File: src/rtl/bus_responder_6502.sv
// Purpose : 6502 external-bus responder: decodes extAB/RW into fast memory, a
//           slow memory region that stalls reads via RDY, and a 16-bit
//           interval timer register page that drives IRQ_L.
// Latency : fast-memory and register reads are combinational in the same
//           cycle; slow reads take WAIT_STATES+1 cycles; writes land on the
//           phi2 edge that ends the cycle.
// Backpressure: RDY low stalls slow-region reads only; writes never stall.
// Ports   : phi2/RES_L clock and async active-low reset; extAB/RW/db_in from
//           the CPU; db_out/db_oe/RDY/IRQ_L back to the CPU; mem_addr/
//           mem_wdata/mem_we/mem_rdata to external memory.
module bus_responder_6502 #(
  parameter logic [7:0]  REG_PAGE    = 8'hD0,
  parameter logic [7:0]  SLOW_LO     = 8'h80,
  parameter logic [7:0]  SLOW_HI     = 8'hBF,
  parameter int unsigned WAIT_STATES = 2
) (
  input  logic        phi2,
  input  logic        RES_L,
  input  logic [15:0] extAB,
  input  logic        RW,
  input  logic [7:0]  db_in,
  output logic [7:0]  db_out,
  output logic        db_oe,
  output logic        RDY,
  output logic        IRQ_L,
  output logic [15:0] mem_addr,
  output logic [7:0]  mem_wdata,
  output logic        mem_we,
  input  logic [7:0]  mem_rdata
);

  typedef enum logic {ST_IDLE, ST_WAIT} state_t;

  // Counter preload for the WAIT state; unused when WAIT_STATES is 0.
  localparam logic [3:0] WS_LOAD = (WAIT_STATES > 0) ? 4'(WAIT_STATES - 1) : 4'd0;

  // ---------------------------------------------------------------------------
  // Address decode
  // ---------------------------------------------------------------------------
  logic       reg_sel;
  logic       slow_sel;
  logic [2:0] reg_off;

  assign reg_sel  = (extAB[15:8] == REG_PAGE);
  assign slow_sel = !reg_sel && (extAB[15:8] >= SLOW_LO) && (extAB[15:8] <= SLOW_HI);
  assign reg_off  = extAB[2:0];

  // ---------------------------------------------------------------------------
  // Memory path
  // ---------------------------------------------------------------------------
  logic [7:0] reg_rdata;

  assign mem_addr  = extAB;
  assign mem_wdata = db_in;
  assign mem_we    = !RW && !reg_sel && RES_L;
  assign db_oe     = RW && RES_L;
  assign db_out    = reg_sel ? reg_rdata : mem_rdata;

  // ---------------------------------------------------------------------------
  // Wait-state FSM
  // ---------------------------------------------------------------------------
  state_t     state_q, state_d;
  logic [3:0] wcnt_q, wcnt_d;
  logic       rdy_fsm;

  always_comb begin
    state_d = state_q;
    wcnt_d  = wcnt_q;
    rdy_fsm = 1'b1;
    case (state_q)
      ST_IDLE: begin
        if (RW && slow_sel && (WAIT_STATES > 0)) begin
          rdy_fsm = 1'b0;
          wcnt_d  = WS_LOAD;
          state_d = ST_WAIT;
        end
      end
      ST_WAIT: begin
        if (RW && slow_sel) begin
          if (wcnt_q != 4'd0) begin
            rdy_fsm = 1'b0;
            wcnt_d  = wcnt_q - 4'd1;
          end else begin
            // Final cycle of the stalled read: CPU takes the data now.
            state_d = ST_IDLE;
          end
        end else begin
          // CPU moved away or turned the cycle into a write: abandon the wait.
          state_d = ST_IDLE;
        end
      end
      default: state_d = ST_IDLE;
    endcase
  end

  // Reset must release a stalled CPU without waiting for a clock edge.
  assign RDY = rdy_fsm | ~RES_L;

  // ---------------------------------------------------------------------------
  // Timer registers
  // ---------------------------------------------------------------------------
  logic [7:0]  tlo_q, tlo_d;
  logic [7:0]  thi_q, thi_d;
  logic [15:0] cnt_q, cnt_d;
  logic [7:0]  hold_q, hold_d;
  logic        en_q, en_d;
  logic        ie_q, ie_d;
  logic        os_q, os_d;
  logic        tf_q, tf_d;

  logic reg_wr, reg_rd, underflow;
  logic wr_tlo, wr_thi, wr_ctrl, wr_stat, rd_cntlo;

  assign reg_wr    = reg_sel && !RW;
  assign reg_rd    = reg_sel && RW;
  assign wr_tlo    = reg_wr && (reg_off == 3'd0);
  assign wr_thi    = reg_wr && (reg_off == 3'd1);
  assign wr_ctrl   = reg_wr && (reg_off == 3'd2);
  assign wr_stat   = reg_wr && (reg_off == 3'd3);
  assign rd_cntlo  = reg_rd && (reg_off == 3'd4);
  assign underflow = en_q && (cnt_q == 16'd0);

  always_comb begin
    tlo_d  = wr_tlo ? db_in : tlo_q;
    thi_d  = wr_thi ? db_in : thi_q;
    hold_d = rd_cntlo ? cnt_q[15:8] : hold_q;

    // A THI write restarts the count even on an underflow edge.
    cnt_d = cnt_q;
    if (wr_thi) begin
      cnt_d = {db_in, tlo_q};
    end else if (underflow) begin
      cnt_d = {thi_q, tlo_q};
    end else if (en_q) begin
      cnt_d = cnt_q - 16'd1;
    end

    // A fresh underflow beats a simultaneous write-one-to-clear.
    tf_d = tf_q;
    if (underflow) begin
      tf_d = 1'b1;
    end else if (wr_stat && db_in[0]) begin
      tf_d = 1'b0;
    end

    // Software's CTRL write beats the one-shot auto-disable.
    en_d = en_q;
    ie_d = ie_q;
    os_d = os_q;
    if (wr_ctrl) begin
      en_d = db_in[0];
      ie_d = db_in[1];
      os_d = db_in[2];
    end else if (underflow && os_q) begin
      en_d = 1'b0;
    end
  end

  always_comb begin
    reg_rdata = 8'h00;
    case (reg_off)
      3'd0:    reg_rdata = tlo_q;
      3'd1:    reg_rdata = thi_q;
      3'd2:    reg_rdata = {5'd0, os_q, ie_q, en_q};
      3'd3:    reg_rdata = {en_q, 6'd0, tf_q};
      3'd4:    reg_rdata = cnt_q[7:0];
      3'd5:    reg_rdata = hold_q;
      default: reg_rdata = 8'h00;
    endcase
  end

  assign IRQ_L = ~(tf_q & ie_q);

  // ---------------------------------------------------------------------------
  // State registers
  // ---------------------------------------------------------------------------
  always_ff @(posedge phi2 or negedge RES_L) begin
    if (!RES_L) begin
      state_q <= ST_IDLE;
      wcnt_q  <= 4'd0;
      tlo_q   <= 8'hFF;
      thi_q   <= 8'hFF;
      cnt_q   <= 16'hFFFF;
      hold_q  <= 8'h00;
      en_q    <= 1'b0;
      ie_q    <= 1'b0;
      os_q    <= 1'b0;
      tf_q    <= 1'b0;
    end else begin
      state_q <= state_d;
      wcnt_q  <= wcnt_d;
      tlo_q   <= tlo_d;
      thi_q   <= thi_d;
      cnt_q   <= cnt_d;
      hold_q  <= hold_d;
      en_q    <= en_d;
      ie_q    <= ie_d;
      os_q    <= os_d;
      tf_q    <= tf_d;
    end
  end

endmodule

File: config.mk
export PLATFORM = sky130hd
export DESIGN_NAME = bus_responder_6502
export DESIGN_NICKNAME = d
export VERILOG_FILES = /design/src/rtl/bus_responder_6502.sv
export SDC_FILE = /design/constraint.sdc
export NUM_CORES = 1
export LEC_CHECK = 0
export ABC_AREA = 1
export BUFFER_PORTS_ARGS = -buffer_cell sky130_fd_sc_hd__buf_2
export CAP_MARGIN = 30
export CORE_ASPECT_RATIO = 2
export CORE_UTILIZATION = 46
export CTS_CLUSTER_DIAMETER = 30
export DETAILED_ROUTE_END_ITERATION = 6
export GPL_TIMING_DRIVEN = 0
export PLACE_DENSITY = 0.73
export SYNTH_ARGS = -nofsm -noshare
export SYNTH_HDL_FRONTEND = slang
export SYNTH_SLANG_ARGS = --single-unit
export TNS_END_PERCENT = 10
File: constraint.sdc
create_clock -name phi2 -period 1.5 [get_ports phi2]
set_input_delay 0.15 -clock phi2 [delete_from_list [all_inputs] [get_ports phi2]]
set_output_delay 0.15 -clock phi2 [all_outputs]
set_load 0.01 [all_outputs]
Yosys cells after proc, flatten, opt, wreduce, memory -nomap -nowiden:

Cells that the tools add are included.

* $add $sub $neg: 2
* $lt $le $gt $ge: 2
* equal/unequal tests: 9
* muxes and demuxes: 21
* bitwise gates (word level): 5
* reductions and logical operators: 25

Operators by type and width (count)
* 2-to-1 mux 16 bit: 3
* case mux 8 bit (6 select lines): 1
* logical AND 1 bit: 16
* zero test 16 bit: 1
* subtractor 16 x 1 -> 16 bit (second input constant): 1
* 2-to-1 mux 4 bit: 3
* 2-to-1 mux 1 bit: 10
* == test 8 bit (second input constant): 1
* greater-or-equal comparator 8 bit (second input constant): 1
* less-or-equal comparator 8 bit (second input constant): 1
* 2-to-1 mux 8 bit: 1
* case mux 4 bit (2 select lines): 1
* == test 3 x 2 -> 1 bit (second input constant): 2
* == test 3 bit (second input constant): 2
* inequality test 2 x 1 -> 1 bit (second input constant): 2
* case mux 1 bit (2 select lines): 2
* nonzero test 2 bit: 2
* nonzero test 4 bit: 1
* subtractor 4 x 1 -> 4 bit (second input constant): 1
* == test 3 x 1 -> 1 bit (second input constant): 1
* zero test 3 bit: 1
* NOT 1 bit: 3
* AND reduction 3 bit: 1
* nonzero test 3 bit: 1
* other kinds (4): 5

* register bits: 49
* input port bits: 35
* output and inout port bits: 36
* word-level logic and storage cells: 74

Logic depth before layout (Yosys ltp):

Gate-level depths: netlist (run 1).

* word-level depth: 8
* depth in mapped cells: 10
* mapped depth without buffers: 10

Worst setup path after synthesis (run 1):

OpenSTA, ideal clock, no wires.

* kind: register to register
* start point: register cnt_q[0]
* end point: register cnt_q[6]
* setup time: 60 ps
* arrival: 1459 ps
* required time: 1440 ps
* slack: -20 ps
* stages on the path, launching flop included: 10
* buffers on the path: 0
* period minus slack after synthesis: 1520 ps
* cell sequence: dfstp_2 > inv_1 > ha_1 > nand3_1 > nor2_4 > nand3_2 > nand2_4 > o21ai_0 > nand2_1 > nand2_1

* word-level cells in the longest chain between the ends: 4
* elaborated cells on any way between the ends: 7
* classes of those cells: add/sub (1); mux (3); reduce/logical (3)

RTL lines
* from (decl): RTL line 104 `logic [15:0] cnt_q, cnt_d;`
* from (signal assigned): RTL line 194 `cnt_q <= cnt_d;`
* subtractor 16 x 1 -> 16 bit or zero test 16 bit (tied branches): RTL line 135, 121
* 2-to-1 mux 16 bit or logical AND 1 bit (tied branches): RTL line 134, 121
* 2-to-1 mux 16 bit: RTL line 132 `end else if (underflow) begin`
* 2-to-1 mux 16 bit: RTL line 130 `if (wr_thi) begin`

Several ways; a longest one is shown, not always the timed one. The select of a mux whose other input is x is not followed.
A chain may end at the register's enable or synchronous reset.

Worst setup path after layout (run 1):

* start point: register cnt_q[0]
* end point: register cnt_q[4]

The elaborated chain is that of the path after synthesis.

==> results of run 1 <==
layout by cell type (no fill, tap or decap), drive strengths merged:
cell type,Yosys,layout
nor3b,1,1
inv,55,55
nand4,8,8
bufinv,0,1
dlygate4sd3,0,1
nand3b,2,2
nand3,45,45
o21ai,30,30
o22a,1,1
o211ai,4,4
xnor2,2,2
nor3,3,3
a21oi,5,5
mux2,2,2
clkinv,3,3
o221ai,1,1
nor2,37,37
nand2,150,151
buf,33,118
dfstp,32,32
o31ai,1,1
o22ai,5,5
xor2,6,6
dfrtp,17,17
ha,3,3
clkbuf,0,7
o2111ai,4,4
synthesized netlist by cell type (4+ instances only):
master                        n  share of area [%]
sky130_fd_sc_hd__dfstp_2     32                 26
sky130_fd_sc_hd__inv_1       53                6.1
sky130_fd_sc_hd__a21oi_1      5               0.77
sky130_fd_sc_hd__buf_4       27                6.3
sky130_fd_sc_hd__xor2_1       6                1.6
sky130_fd_sc_hd__o2111ai_1    4                1.1
sky130_fd_sc_hd__buf_2        4               0.62
sky130_fd_sc_hd__nand2_1    148                 17
sky130_fd_sc_hd__nand4_1      8                1.5
sky130_fd_sc_hd__nand3_1     42                6.5
sky130_fd_sc_hd__o211ai_1     4               0.93
sky130_fd_sc_hd__dfrtp_1     17                 13
sky130_fd_sc_hd__o21ai_0     28                4.3
sky130_fd_sc_hd__nor2_1      32                3.7
through the flow:
| stage | setup TNS [ps] | utilization [%] | power [W] | std cells |
|---|---|---|---|---|
| after floorplan | 0 | - | 0.001970 | 450 |
| after global placement | -5370 | 54.65 | 0.002186 | 603 |
| after detailed placement | -6206 | 54.95 | 0.002222 | 604 |
| after CTS | -611.4 | 61.40 | 0.003724 | 628 |
| after global routing | -2322 | 63.19 | 0.003960 | 633 |
| final | -622.5 | 63.19 | 0.003785 | 633 |
kinds of logic (layout without fill, tap and decap cells):
family,Yosys count,after routing
compound gates,51,51
xor+xnor,8,8
fa+ha+maj,3,3
buf+inv,91,185
flops,49,49
mux,2,2
simple gates,246,247
per-layer routing:
layer	global-route usage (%)	up-vias	part of all wire, %
met2	52.58	119	56
met5	0	-	0
met3	4.599	36	4.4
met1	31.12	1601	33
met4	23.30	0	6.8
li1	-	1608	-
state kept, by name, summed over array words and instances (netlist names):
name     cells
os_q         1
hold_q       8
tlo_q        8
state_q      1
tf_q         1
en_q         1
thi_q        8
ie_q         1
wcnt_q       4
cnt_q       16
final timing paths:
path	to	slack [ps]	cells after the start
setup / recovery	cnt_q[4]$_DFFE_PN1P_	-80	9
hold / removal	thi_q[2]$_DFFE_PN1P_	1	1
setup reg to reg	cnt_q[4]$_DFFE_PN1P_	-80	9
hold reg to reg	tlo_q[6]$_DFFE_PN1P_	470	2
max in group asynchronous	hold_q[3]$_DFFE_PN0P_	670	2
min in group phi2	tlo_q[4]$_DFFE_PN1P_	100	3
power groups by stage:
stage	sequential, W	clock, W	combinational [W]
CTS	0.00153	0.00133	0.000858
floorplan	0.00153	0	0.000445
global route	0.00155	0.00139	0.00102
global placement	0.00154	0	0.000643
detailed placement	0.00155	0	0.000675
finish	0.00154	0.00132	0.000924
worst max-delay path, cell delays in order (launching register included):
cell and delay [ps]:
sky130_fd_sc_hd__dfstp_2 560, sky130_fd_sc_hd__inv_4 60, sky130_fd_sc_hd__ha_4 170, sky130_fd_sc_hd__nand2_2 70, sky130_fd_sc_hd__nor2_2 40, sky130_fd_sc_hd__nand3b_1 170, sky130_fd_sc_hd__buf_6 160, sky130_fd_sc_hd__nand4_1 110
sky130_fd_sc_hd__nand3_1 110, sky130_fd_sc_hd__nand2_1 60
what timing repair did:
action,CTS,global route
setup buffers,13,5
resized for setup,53,23
hold endpoints to repair,5,0
hold buffers,1,0
pin swaps,17,17
endpoints found under the setup margin,26,32
gates cloned,2,0
cell type report:
class / instances / share of cell area, %
inverter: 58 / 5.328
clock buffer: 7 / 3.356
timing repair buffer: 86 / 11.80
buffer: 33 / 6.182
sequential: 49 / 29.79
tap: 88 / 2.591
multi-input combinational: 311 / 40.24
clock inverter: 1 / 0.7065
==> metrics.txt, run 1 <==
# TYPE chip_impl_metric gauge
chip_impl_metric{name="timing.critical_path.fanout_max",unit=""} 5
chip_impl_info{name="synth_top_family_by_area",value="simple AND/OR/NAND/NOR gates"} 1
chip_impl_metric{name="area.sequential",unit="um2"} 1266
chip_impl_metric{name="antenna-diode-count",unit=""} 0
chip_impl_metric{name="io_buffer_count",unit=""} 65
chip_impl_info{name="worst_flop_to_flop_path_startpoint",value="cnt_q[0]$_DFFE_PN1P_"} 1
chip_impl_metric{name="placed_cell_area",unit="um2"} 3696
chip_impl_metric{name="cap_violations",unit=""} 0
chip_impl_metric{name="fin_ws",unit="ps"} -83.23
chip_impl_metric{name="worstSkewPairLatency",unit="ps"} 290
chip_impl_metric{name="fillCellCount",unit=""} 649
chip_impl_metric{name="route.detailed.vias_per_inst",unit=""} 5.314
chip_impl_metric{name="relSlewSlack",unit="%"} 54.73
chip_impl_metric{name="placementRows",unit=""} 42
chip_impl_metric{name="fmax",unit="GHz"} 0.6316
chip_impl_info{name="cp-start-kind",value="register"} 1
chip_impl_metric{name="switching_power",unit="W"} 0.001076
chip_impl_metric{name="synth-simple-area-share",unit="%"} 32.99
chip_impl_metric{name="layout.cell_area.non_filler",unit="um2"} 4250
chip_impl_metric{name="clk_pin_slew_worst_paths",unit="ps"} 70
chip_impl_metric{name="share_of_flip_flops_with_an_asynchronous_set_or_reset_after_synthesis",unit="%"} 100.0
chip_impl_metric{name="netlist_area",unit="um2"} 3236
chip_impl_metric{name="power_frac_comb",unit="%"} 24.4
chip_impl_metric{name="synth-seq-area-share",unit="%"} 39.13
chip_impl_metric{name="drive_gt1_share",unit="%"} 40.18
chip_impl_metric{name="yosys_warnings",unit=""} 0
chip_impl_info{name="violated_checks",value="setup timing"} 1
chip_impl_metric{name="routed-via-count",unit=""} 3364
chip_impl_metric{name="dieWidth",unit="um"} 61.31
chip_impl_info{name="worstSetupPathType",value="reg2reg"} 1
chip_impl_metric{name="finalCritPeriodShare",unit="%"} 105.5
chip_impl_metric{name="grt.overflow.total",unit=""} 0
chip_impl_metric{name="numClockSinks",unit=""} 49
chip_impl_metric{name="parity_gate_share_of_the_synthesized_area_counting_xor_and_xnor_cells",unit="%"} 2.166
chip_impl_metric{name="powerDensity",unit="nW/um2"} 890.5
chip_impl_metric{name="synthDistinctLibCells",unit=""} 34
chip_impl_metric{name="period_minus_slack",unit="ps"} 1583
chip_impl_metric{name="final.setup_skew",unit="ps"} 5.021
chip_impl_metric{name="design.die.area",unit="um2"} 7394
chip_impl_metric{name="htree_levels",unit=""} 2
chip_impl_metric{name="fraction_of_power_spent_switching_nets",unit="%"} 28.43
chip_impl_metric{name="power_frac_seq",unit="%"} 40.7
chip_impl_metric{name="globalplace.congestion",unit=""} 1.006
chip_impl_metric{name="dp_hpwl",unit="mm"} 7.599
chip_impl_metric{name="pwr-share-clk",unit="%"} 34.9
chip_impl_metric{name="postRouteWirelength",unit="mm"} 10.25
chip_impl_metric{name="grt_pass1_wl",unit="mm"} 16.26
chip_impl_metric{name="synth-edff-count",unit=""} 0
chip_impl_metric{name="grt_max_degree",unit=""} 39
chip_impl_metric{name="static-leakage-power",unit="nW"} 2.100
chip_impl_metric{name="ys_ff_latch",unit=""} 49
chip_impl_metric{name="die_height",unit="um"} 120.6
chip_impl_metric{name="setup_viol",unit=""} 19
chip_impl_info{name="cp-end-kind",value="register"} 1
chip_impl_metric{name="vias_in_the_first_global_route",unit=""} 3388
chip_impl_info{name="cts_tree",value="done"} 1
chip_impl_info{name="status",value="finished with violations"} 1
chip_impl_metric{name="firstDrtPassIters",unit=""} 4
chip_impl_metric{name="syn_area_per_cell",unit="um2"} 7.190
chip_impl_metric{name="arrival_time_at_the_worst_endpoint",unit="ps"} 1810
chip_impl_metric{name="cp.required",unit="ps"} 1730
chip_impl_metric{name="cellInternalPower",unit="W"} 0.002709
chip_impl_metric{name="hold_viol_final",unit=""} 0
chip_impl_metric{name="post_synth_inst_count",unit=""} 450
chip_impl_metric{name="grt_usage",unit="%"} 30.60
chip_impl_metric{name="detailedPlace.worstSlack",unit="ps"} -274.6
chip_impl_metric{name="1st_iter_drt_viols",unit=""} 156
chip_impl_metric{name="irDropWorstVdd",unit="uV"} 990.4
chip_impl_info{name="ys.flop_type",value="sky130_fd_sc_hd__dfstp_2"} 1
chip_impl_metric{name="initial_utilization",unit="%"} 48.10
chip_impl_metric{name="cts_inserted_buffers",unit=""} 5
chip_impl_metric{name="multi_input_area",unit="um2"} 1710
chip_impl_info{name="setup.worst_path.start",value="cnt_q[0]$_DFFE_PN1P_"} 1
chip_impl_metric{name="clock_tree_buffer_depth",unit=""} 2
chip_impl_metric{name="synthesis.nets",unit=""} 488
chip_impl_metric{name="number_of_antenna_violations_at_the_first_check_in_global_routing",unit=""} 0
chip_impl_metric{name="boundaryPins",unit=""} 71
chip_impl_info{name="rsz0062_at_grt",value="yes"} 1
chip_impl_metric{name="area_added_between_synthesis_and_finish",unit="%"} 31.36
chip_impl_metric{name="synth_adder_area_share",unit="%"} 1.160
chip_impl_info{name="cts_root_buf",value="sky130_fd_sc_hd__clkbuf_16"} 1
chip_impl_metric{name="drc",unit=""} 0
chip_impl_metric{name="routedWlPerCell",unit="um"} 16.20
chip_impl_metric{name="fp.coreArea",unit="um2"} 6726
chip_impl_metric{name="synth_compound_gate_area_share",unit="%"} 9.551
chip_impl_metric{name="finalNetCount",unit=""} 582
chip_impl_info{name="min_delay_worst_type",value="in2async"} 1
chip_impl_metric{name="worst_pin_slew",unit="ps"} 677.5
chip_impl_metric{name="synth_mux_area_share",unit="%"} 0.6961
chip_impl_metric{name="finalMaxSlewViolations",unit=""} 0
chip_impl_metric{name="hold_ws",unit="ps"} 0.9525
chip_impl_metric{name="drtAntennaViolNets",unit=""} 0
No activity file was read; power rests on OpenSTA's default activity.
==> run 2, diff against run 1 <==
--- a/config.mk
+++ b/config.mk
@@ -5,7 +5,7 @@
 export SDC_FILE = /design/constraint.sdc
 export NUM_CORES = 1
 export LEC_CHECK = 0
-export ABC_AREA = 1
+export ABC_AREA = 0
 export BUFFER_PORTS_ARGS = -buffer_cell sky130_fd_sc_hd__buf_2
 export CAP_MARGIN = 30
 export CORE_ASPECT_RATIO = 2
@@ -13,7 +13,7 @@
 export CTS_CLUSTER_DIAMETER = 30
 export DETAILED_ROUTE_END_ITERATION = 6
 export GPL_TIMING_DRIVEN = 0
-export PLACE_DENSITY = 0.73
+export PLACE_DENSITY = 0.74
 export SYNTH_ARGS = -nofsm -noshare
 export SYNTH_HDL_FRONTEND = slang
 export SYNTH_SLANG_ARGS = --single-unit
==> metrics.txt, run 2 <==
# TYPE chip_impl_metric gauge
chip_impl_metric{name="grt_max_degree",unit=""} 26
chip_impl_metric{name="numClockSinks",unit=""} 49
chip_impl_metric{name="synthDistinctLibCells",unit=""} 60
chip_impl_metric{name="antenna-diode-count",unit=""} 0
chip_impl_metric{name="dieWidth",unit="um"} 59.87
chip_impl_metric{name="placementRows",unit=""} 41
chip_impl_info{name="violated_checks",value="setup timing"} 1
chip_impl_metric{name="finalNetCount",unit=""} 439
chip_impl_metric{name="1st_iter_drt_viols",unit=""} 168
chip_impl_metric{name="synth-seq-area-share",unit="%"} 41.10
chip_impl_metric{name="cap_violations",unit=""} 0
chip_impl_info{name="worst_path_max_delay_cell",value="sky130_fd_sc_hd__or4_4"} 1
chip_impl_metric{name="vias_in_the_first_global_route",unit=""} 2904
chip_impl_metric{name="drc",unit=""} 0
chip_impl_metric{name="hold_viol_final",unit=""} 0
chip_impl_metric{name="layout.cell_area.non_filler",unit="um2"} 4033
chip_impl_metric{name="grt_pass1_wl",unit="mm"} 14.50
chip_impl_metric{name="final.setup_skew",unit="ps"} 8.215
chip_impl_metric{name="yosys_warnings",unit=""} 0
chip_impl_metric{name="placed_cell_area",unit="um2"} 3563
chip_impl_metric{name="period_minus_slack",unit="ps"} 1904
chip_impl_metric{name="netlist_area",unit="um2"} 3080
chip_impl_metric{name="grt.overflow.total",unit=""} 0
chip_impl_info{name="top_register_by_number_of_flip_flops",value="cnt_q"} 1
chip_impl_metric{name="met2_layer_usage_reported_by_global_route",unit="%"} 48.47
chip_impl_metric{name="cts_inserted_buffers",unit=""} 5
chip_impl_metric{name="synthesis.nets",unit=""} 351
chip_impl_metric{name="fillCellCount",unit=""} 552
chip_impl_metric{name="boundaryPins",unit=""} 71
chip_impl_metric{name="synth-edff-count",unit=""} 0
chip_impl_metric{name="largest_register_ff_count",unit=""} 16
chip_impl_info{name="rsz0062_at_grt",value="yes"} 1
chip_impl_metric{name="syn_area_per_cell",unit="um2"} 9.842
chip_impl_metric{name="htree_levels",unit=""} 2
chip_impl_info{name="ys.flop_type",value="sky130_fd_sc_hd__dfstp_2"} 1
chip_impl_info{name="worstSetupPathType",value="reg2reg"} 1
chip_impl_metric{name="drtAntennaViolNets",unit=""} 0
chip_impl_metric{name="timing.critical_path.fanout_max",unit=""} 6
chip_impl_metric{name="cp.required",unit="ps"} 1710
chip_impl_metric{name="routedWlPerCell",unit="um"} 19.02
chip_impl_metric{name="share_of_flip_flops_with_an_asynchronous_set_or_reset_after_synthesis",unit="%"} 100.0
chip_impl_metric{name="setup_viol",unit=""} 41
chip_impl_metric{name="die_height",unit="um"} 117.7
chip_impl_metric{name="static-leakage-power",unit="nW"} 1.823
chip_impl_metric{name="design.die.area",unit="um2"} 7048
chip_impl_info{name="synth_common_cells",value="45 x sky130_fd_sc_hd__nand2_1, 32 x sky130_fd_sc_hd__dfstp_2, 24 x sky130_fd_sc_hd__buf_4"} 1
chip_impl_info{name="min_delay_worst_type",value="in2reg"} 1
chip_impl_metric{name="globalplace.congestion",unit=""} 0.9191
chip_impl_metric{name="powerDensity",unit="nW/um2"} 1072
chip_impl_metric{name="firstDrtPassIters",unit=""} 5
chip_impl_metric{name="arrival_time_at_the_worst_endpoint",unit="ps"} 2120
chip_impl_info{name="layout_common_cells",value="66 x sky130_fd_sc_hd__buf_2, 42 x sky130_fd_sc_hd__nand2_1, 37 x sky130_fd_sc_hd__buf_4"} 1
chip_impl_metric{name="io_buffer_count",unit=""} 65
chip_impl_metric{name="grt_util_met3",unit="%"} 4.396
chip_impl_info{name="layer_carrying_the_most_global_route_usage",value="met2"} 1
chip_impl_metric{name="irDropWorstVdd",unit="uV"} 1050
chip_impl_metric{name="finalCritPeriodShare",unit="%"} 126.9
chip_impl_info{name="layout.cells.most_common",value="sky130_fd_sc_hd__buf_2"} 1
chip_impl_metric{name="fin_ws",unit="ps"} -404.2
chip_impl_metric{name="ys_ff_latch",unit=""} 49
chip_impl_metric{name="number_of_antenna_violations_at_the_first_check_in_global_routing",unit=""} 0
chip_impl_info{name="post_synth_main_area_contributors",value="sky130_fd_sc_hd__dfstp_2 27%, sky130_fd_sc_hd__dfrtp_1 14%, sky130_fd_sc_hd__mux2_2 6.6%"} 1
chip_impl_metric{name="worstSkewPairLatency",unit="ps"} 290
chip_impl_info{name="status",value="finished with violations"} 1
chip_impl_metric{name="initial_utilization",unit="%"} 48.43
chip_impl_metric{name="slowest_stage_delay_cp",unit="ps"} 560
chip_impl_metric{name="relSlewSlack",unit="%"} 55.84
chip_impl_metric{name="hold_ws",unit="ps"} 84.17
chip_impl_info{name="critical_path.cell_chain",value="or4_4, nor3_4, buf_6, a21oi_4, a22o_1, a221oi_2"} 1
chip_impl_metric{name="postRouteWirelength",unit="mm"} 9.284
chip_impl_metric{name="dp_hpwl",unit="mm"} 6.539
chip_impl_info{name="cts_tree",value="done"} 1
chip_impl_metric{name="route.detailed.vias_per_inst",unit=""} 5.801
chip_impl_metric{name="clock_tree_buffer_depth",unit=""} 2
chip_impl_metric{name="drive_gt1_share",unit="%"} 54.23
chip_impl_info{name="cts_root_buf",value="sky130_fd_sc_hd__clkbuf_16"} 1
chip_impl_metric{name="fmax",unit="GHz"} 0.5252
chip_impl_info{name="yosysTopAreaCell",value="sky130_fd_sc_hd__dfstp_2"} 1
chip_impl_info{name="cp-end-kind",value="register"} 1
chip_impl_info{name="synthMostInstantiatedCell",value="sky130_fd_sc_hd__nand2_1"} 1
chip_impl_metric{name="area_added_between_synthesis_and_finish",unit="%"} 30.91
chip_impl_metric{name="clk_pin_slew_worst_paths",unit="ps"} 70
chip_impl_metric{name="worst_pin_slew",unit="ps"} 661.8
chip_impl_metric{name="routed-via-count",unit=""} 2831
chip_impl_metric{name="grt_use_met1",unit="%"} 30.22
chip_impl_metric{name="fp.coreArea",unit="um2"} 6361
chip_impl_info{name="cp-start-kind",value="register"} 1
chip_impl_metric{name="grt_usage",unit="%"} 28.10
chip_impl_metric{name="post_synth_inst_count",unit=""} 313
chip_impl_metric{name="finalMaxSlewViolations",unit=""} 0
chip_impl_metric{name="netlist.area_leader.share",unit="%"} 27.29
-- run 2: changes by cell type in the layout (fill, tap and decap cells not counted), sizes merged, moves of 7 or more --
cell   change
mux2      +16
nand2    -105
a22o       +7
o21ai      -7
inv       -48
mux2i      +9
buf       -10
nor3       +8
nand3     -40
a31oi      +9
nor2      -17
-- run 2: where the power goes --
| part | internal, W | switching, W |
|---|---|---|
| Combinational | 0.000530 | 0.000525 |
| Clock | 0.000952 | 0.000498 |
| Sequential | 0.00156 | 0.000256 |
| Total | 0.00304 | 0.00128 |
-- run 2: per-stage QoR --
| stage | util, % | power (W) | instances | setup TNS, ps | setup slack, ps |
|---|---|---|---|---|---|
| final | 63.40 | 0.004324 | 488 | -7084 | -404.2 |
| after floorplan | - | 0.002322 | 313 | -4907 | -279.4 |
| after CTS | 61.76 | 0.004163 | 485 | -7412 | -414.3 |
| after global routing | 63.40 | 0.004521 | 488 | -9934 | -479.4 |
| after global placement | 55.59 | 0.002583 | 464 | -27260 | -731.8 |
| after detailed placement | 56.02 | 0.002633 | 465 | -27890 | -731.1 |
-- run 2: logic make-up (layout without fill, tap and decap cells) --
| logic type | after synthesis | in the layout | synth area share (%) |
|---|---|---|---|
| AO/OA/AOI/OAI | 71 | 71 | 15.52 |
| XOR/XNOR | 3 | 3 | 0.8531 |
| adder cells (fa/ha/maj) | 3 | 3 | 1.219 |
| buffers and inverters | 42 | 131 | 8.326 |
| flip-flops | 49 | 49 | 41.10 |
| multiplexers | 32 | 32 | 13.16 |
| AND/OR/NAND/NOR | 113 | 113 | 19.82 |
-- run 2: path summary, 6_finish.rpt --
path	startpoint	end	slack, ps	depth (start not counted)
worst max-delay path	cnt_q[7]$_DFFE_PN1P_	cnt_q[1]$_DFFE_PN1P_	-400	6
worst min-delay path	db_in[5]	thi_q[5]$_DFFE_PN1P_	80	3
worst max register to register	cnt_q[7]$_DFFE_PN1P_	cnt_q[1]$_DFFE_PN1P_	-400	6
worst min register to register	thi_q[1]$_DFFE_PN1P_	thi_q[1]$_DFFE_PN1P_	480	2
max in group asynchronous	RES_L	tf_q$_DFFE_PN0P_	340	2
min in group asynchronous	RES_L	tlo_q[7]$_DFFE_PN1P_	160	1
-- run 2: layout make-up --
type / count / area (um2) / area share [%]
inverters: 7 / 26.28 / 0.6516
repair buffers: 82 / 490.5 / 12.16
clock buffers: 5 / 125.1 / 3.103
flip-flops and latches: 49 / 1267 / 31.43
clock inverters: 3 / 65.06 / 1.613
multi-input cells: 222 / 1710 / 42.41
plain buffers: 34 / 240.2 / 5.957
well taps: 86 / 107.6 / 2.668
-- run 2: routing by layer --
| layer | up-vias | part of all wire [%] |
|---|---|---|
| li1 | 1295 | - |
| met1 | 1375 | 34 |
| met2 | 118 | 55 |
| met3 | 43 | 5.5 |
| met4 | 0 | 5.9 |
| met5 | - | 0 |
-- run 2: what timing repair did --
action / in CTS / in global routing
pin swaps: 11 / 9
hold buffers: 1 / 0
endpoints found under the setup margin: 55 / 47
buffers inserted: 12 / 3
gates resized for setup: 30 / 27
endpoints found under the hold margin: 9 / 0
-- run 2: critical path, delay by kind of cell, from the launching register on --
family	cells	cell delay, ps
compound gates	3	480
simple gates	2	800
flops	1	400
buf+inv	1	140
==> run 3, diff against run 2 <==
--- a/config.mk
+++ b/config.mk
@@ -10,10 +10,10 @@
 export CAP_MARGIN = 30
 export CORE_ASPECT_RATIO = 2
 export CORE_UTILIZATION = 46
-export CTS_CLUSTER_DIAMETER = 30
 export DETAILED_ROUTE_END_ITERATION = 6
 export GPL_TIMING_DRIVEN = 0
-export PLACE_DENSITY = 0.74
+export PLACE_DENSITY = 0.73
+export SETUP_SLACK_MARGIN = 0.02
 export SYNTH_ARGS = -nofsm -noshare
 export SYNTH_HDL_FRONTEND = slang
 export SYNTH_SLANG_ARGS = --single-unit
==> metrics.txt, run 3 (same netlist as run 2, synthesis figures left out) <==
# TYPE chip_impl_metric gauge
chip_impl_metric{name="cellInternalPower",unit="W"} 0.002944
chip_impl_metric{name="arrival_time_at_the_worst_endpoint",unit="ps"} 2160
chip_impl_metric{name="cp.required",unit="ps"} 1720
chip_impl_metric{name="postRouteWirelength",unit="mm"} 9.219
chip_impl_metric{name="drc",unit=""} 0
chip_impl_metric{name="grt_pass1_wl",unit="mm"} 13.79
chip_impl_metric{name="clock_tree_buffer_depth",unit=""} 2
chip_impl_metric{name="pwr-share-clk",unit="%"} 31.4
chip_impl_metric{name="powerDensity",unit="nW/um2"} 1037
chip_impl_metric{name="irDropWorstVdd",unit="uV"} 677.2
chip_impl_info{name="worstSetupPathType",value="reg2reg"} 1
chip_impl_metric{name="routedWlPerCell",unit="um"} 18.81
chip_impl_metric{name="worstSkewPairLatency",unit="ps"} 290
chip_impl_metric{name="grt_max_degree",unit=""} 28
chip_impl_metric{name="hold_viol_final",unit=""} 0
chip_impl_metric{name="drive_gt1_share",unit="%"} 52.23
chip_impl_metric{name="route.detailed.vias_per_inst",unit=""} 5.759
chip_impl_info{name="violated_checks",value="setup timing"} 1
chip_impl_metric{name="initial_utilization",unit="%"} 48.43
chip_impl_metric{name="fraction_of_power_spent_switching_nets",unit="%"} 29.90
chip_impl_metric{name="boundaryPins",unit=""} 71
chip_impl_info{name="cts_tree",value="done"} 1
chip_impl_info{name="cp-end-kind",value="register"} 1
chip_impl_metric{name="dp_hpwl",unit="mm"} 6.654
chip_impl_metric{name="multi_input_area",unit="um2"} 1704
chip_impl_info{name="layout.cells.most_common",value="sky130_fd_sc_hd__buf_2"} 1
chip_impl_metric{name="area_added_between_synthesis_and_finish",unit="%"} 31.52
chip_impl_info{name="top_register_by_number_of_flip_flops",value="cnt_q"} 1
chip_impl_metric{name="antenna-diode-count",unit=""} 0
chip_impl_metric{name="layout.core_utilization",unit="%"} 63.69
chip_impl_metric{name="placed_cell_area",unit="um2"} 3556
chip_impl_metric{name="fmax",unit="GHz"} 0.5163
chip_impl_metric{name="final.setup_skew",unit="ps"} 5.494
chip_impl_metric{name="power_frac_comb",unit="%"} 25.1
chip_impl_metric{name="fp.coreArea",unit="um2"} 6361
chip_impl_metric{name="fillCellCount",unit=""} 571
chip_impl_metric{name="area.sequential",unit="um2"} 1266
chip_impl_metric{name="fin_ws",unit="ps"} -436.7
chip_impl_metric{name="number_of_antenna_violations_at_the_first_check_in_global_routing",unit=""} 0
chip_impl_metric{name="placementRows",unit=""} 41
chip_impl_metric{name="static-leakage-power",unit="nW"} 1.820
chip_impl_info{name="cp-start-kind",value="register"} 1
chip_impl_metric{name="hold_ws",unit="ps"} 76.03
chip_impl_metric{name="detailedPlace.worstSlack",unit="ps"} -786.7
chip_impl_metric{name="setup_viol",unit=""} 44
chip_impl_metric{name="cts_inserted_buffers",unit=""} 5
chip_impl_metric{name="htree_levels",unit=""} 2
chip_impl_metric{name="finalCritPeriodShare",unit="%"} 129.1
chip_impl_metric{name="period_minus_slack",unit="ps"} 1937
chip_impl_metric{name="drtAntennaViolNets",unit=""} 0
chip_impl_metric{name="layout.cell_area.non_filler",unit="um2"} 4051
chip_impl_metric{name="relSlewSlack",unit="%"} 55.30
chip_impl_metric{name="dieWidth",unit="um"} 59.87
chip_impl_metric{name="vias_in_the_first_global_route",unit=""} 2726
chip_impl_metric{name="timing.critical_path.fanout_max",unit=""} 5
chip_impl_metric{name="grt.overflow.total",unit=""} 0
chip_impl_metric{name="grt_usage",unit="%"} 26.67
chip_impl_info{name="layout_common_cells",value="64 x sky130_fd_sc_hd__buf_2, 44 x sky130_fd_sc_hd__nand2_1, 38 x sky130_fd_sc_hd__buf_4"} 1
chip_impl_metric{name="finalSetupTns",unit="ps"} -8817
chip_impl_metric{name="finalMaxSlewViolations",unit=""} 0
chip_impl_metric{name="die_height",unit="um"} 117.7
chip_impl_metric{name="cap_violations",unit=""} 0
chip_impl_metric{name="1st_iter_drt_viols",unit=""} 147
chip_impl_metric{name="globalplace.congestion",unit=""} 0.9560
chip_impl_metric{name="worst_pin_slew",unit="ps"} 669.8
chip_impl_metric{name="clk_pin_slew_worst_paths",unit="ps"} 60
chip_impl_info{name="min_delay_worst_type",value="in2reg"} 1
chip_impl_metric{name="design.die.area",unit="um2"} 7048
chip_impl_info{name="cts_root_buf",value="sky130_fd_sc_hd__clkbuf_16"} 1
chip_impl_metric{name="io_buffer_count",unit=""} 65
chip_impl_metric{name="firstDrtPassIters",unit=""} 4
chip_impl_metric{name="switching_power",unit="W"} 0.001256
chip_impl_info{name="rsz0062_at_grt",value="yes"} 1
chip_impl_metric{name="routed-via-count",unit=""} 2822
chip_impl_info{name="status",value="finished with violations"} 1
chip_impl_metric{name="numClockSinks",unit=""} 49
chip_impl_metric{name="power_frac_seq",unit="%"} 43.5
chip_impl_metric{name="finalNetCount",unit=""} 441
chip_impl_metric{name="largest_register_ff_count",unit=""} 16
run 3: cell types whose count changed in the layout (fill, tap and decap cells not counted), sizes merged:
cell / change
buf: +1
clkinv: -1
bufinv: -1
clkbuf: +3
run 3: path summary, 6_finish.rpt:
check / start / end / slack [ps] / cells after the start
worst max-delay path: cnt_q[0]$_DFFE_PN1P_ / cnt_q[13]$_DFFE_PN1P_ / -440 / 9
worst max register to register: cnt_q[0]$_DFFE_PN1P_ / cnt_q[13]$_DFFE_PN1P_ / -440 / 9
worst min-delay path: db_in[5] / thi_q[5]$_DFFE_PN1P_ / 80 / 3
max in group asynchronous: RES_L / hold_q[3]$_DFFE_PN0P_ / 470 / 2
min in group asynchronous: RES_L / cnt_q[5]$_DFFE_PN1P_ / 120 / 1
worst min register to register: thi_q[5]$_DFFE_PN1P_ / thi_q[5]$_DFFE_PN1P_ / 470 / 2
run 3: layout make-up:
| class | count | area share, % |
|---|---|---|
| Multi-Input combinational cell | 222 | 42.06 |
| Sequential cell | 49 | 31.25 |
| Timing Repair Buffer | 84 | 13.03 |
| Buffer | 34 | 6.084 |
| Clock buffer | 7 | 3.521 |
| Tap cell | 86 | 2.656 |
| Clock inverter | 1 | 0.7412 |
| Inverter | 7 | 0.6485 |
run 3: stage by stage:
stage                     std cells  total power, W
after floorplan                 313        0.002322
final                           490        0.004200
after detailed placement        465        0.002646
after global placement          464        0.002594
after global routing            490        0.004382
after CTS                       481        0.004038
run 3: worst max-delay path, stage by stage (launching register included):
cell	delay, ps
sky130_fd_sc_hd__dfstp_2	580
sky130_fd_sc_hd__inv_1	90
sky130_fd_sc_hd__ha_4	160
sky130_fd_sc_hd__and3b_2	220
sky130_fd_sc_hd__buf_4	140
sky130_fd_sc_hd__buf_4	130
sky130_fd_sc_hd__nand2_1	90
sky130_fd_sc_hd__o32a_2	140
sky130_fd_sc_hd__a2bb2oi_1	210
sky130_fd_sc_hd__o21ai_1	100
run 3: routing by layer:
metal	global-route usage, %	up-vias	part of all wire (%)
li1	-	1300	-
met1	28.55	1384	34
met2	48.13	106	57
met3	3.736	32	4.0
met4	12.94	0	4.9
met5	0	-	0
run 3: what timing repair did:
action | in CTS | in global routing
hold buffers | 1 | 0
gates resized for setup | 37 | 14
buffers inserted | 8 | 9
pin swaps | 15 | 10
endpoints found under the setup margin | 55 | 47
hold endpoints to repair | 8 | 0
run 3: power groups by stage:
stage | registers (W) | logic [W] | clock network [W]
final | 0.00182 | 0.00106 | 0.00132
after global routing | 0.00185 | 0.00115 | 0.00139
after CTS | 0.00180 | 0.000896 | 0.00134
after detailed placement | 0.00179 | 0.000853 | 0
after global placement | 0.00178 | 0.000814 | 0
after floorplan | 0.00171 | 0.000609 | 0
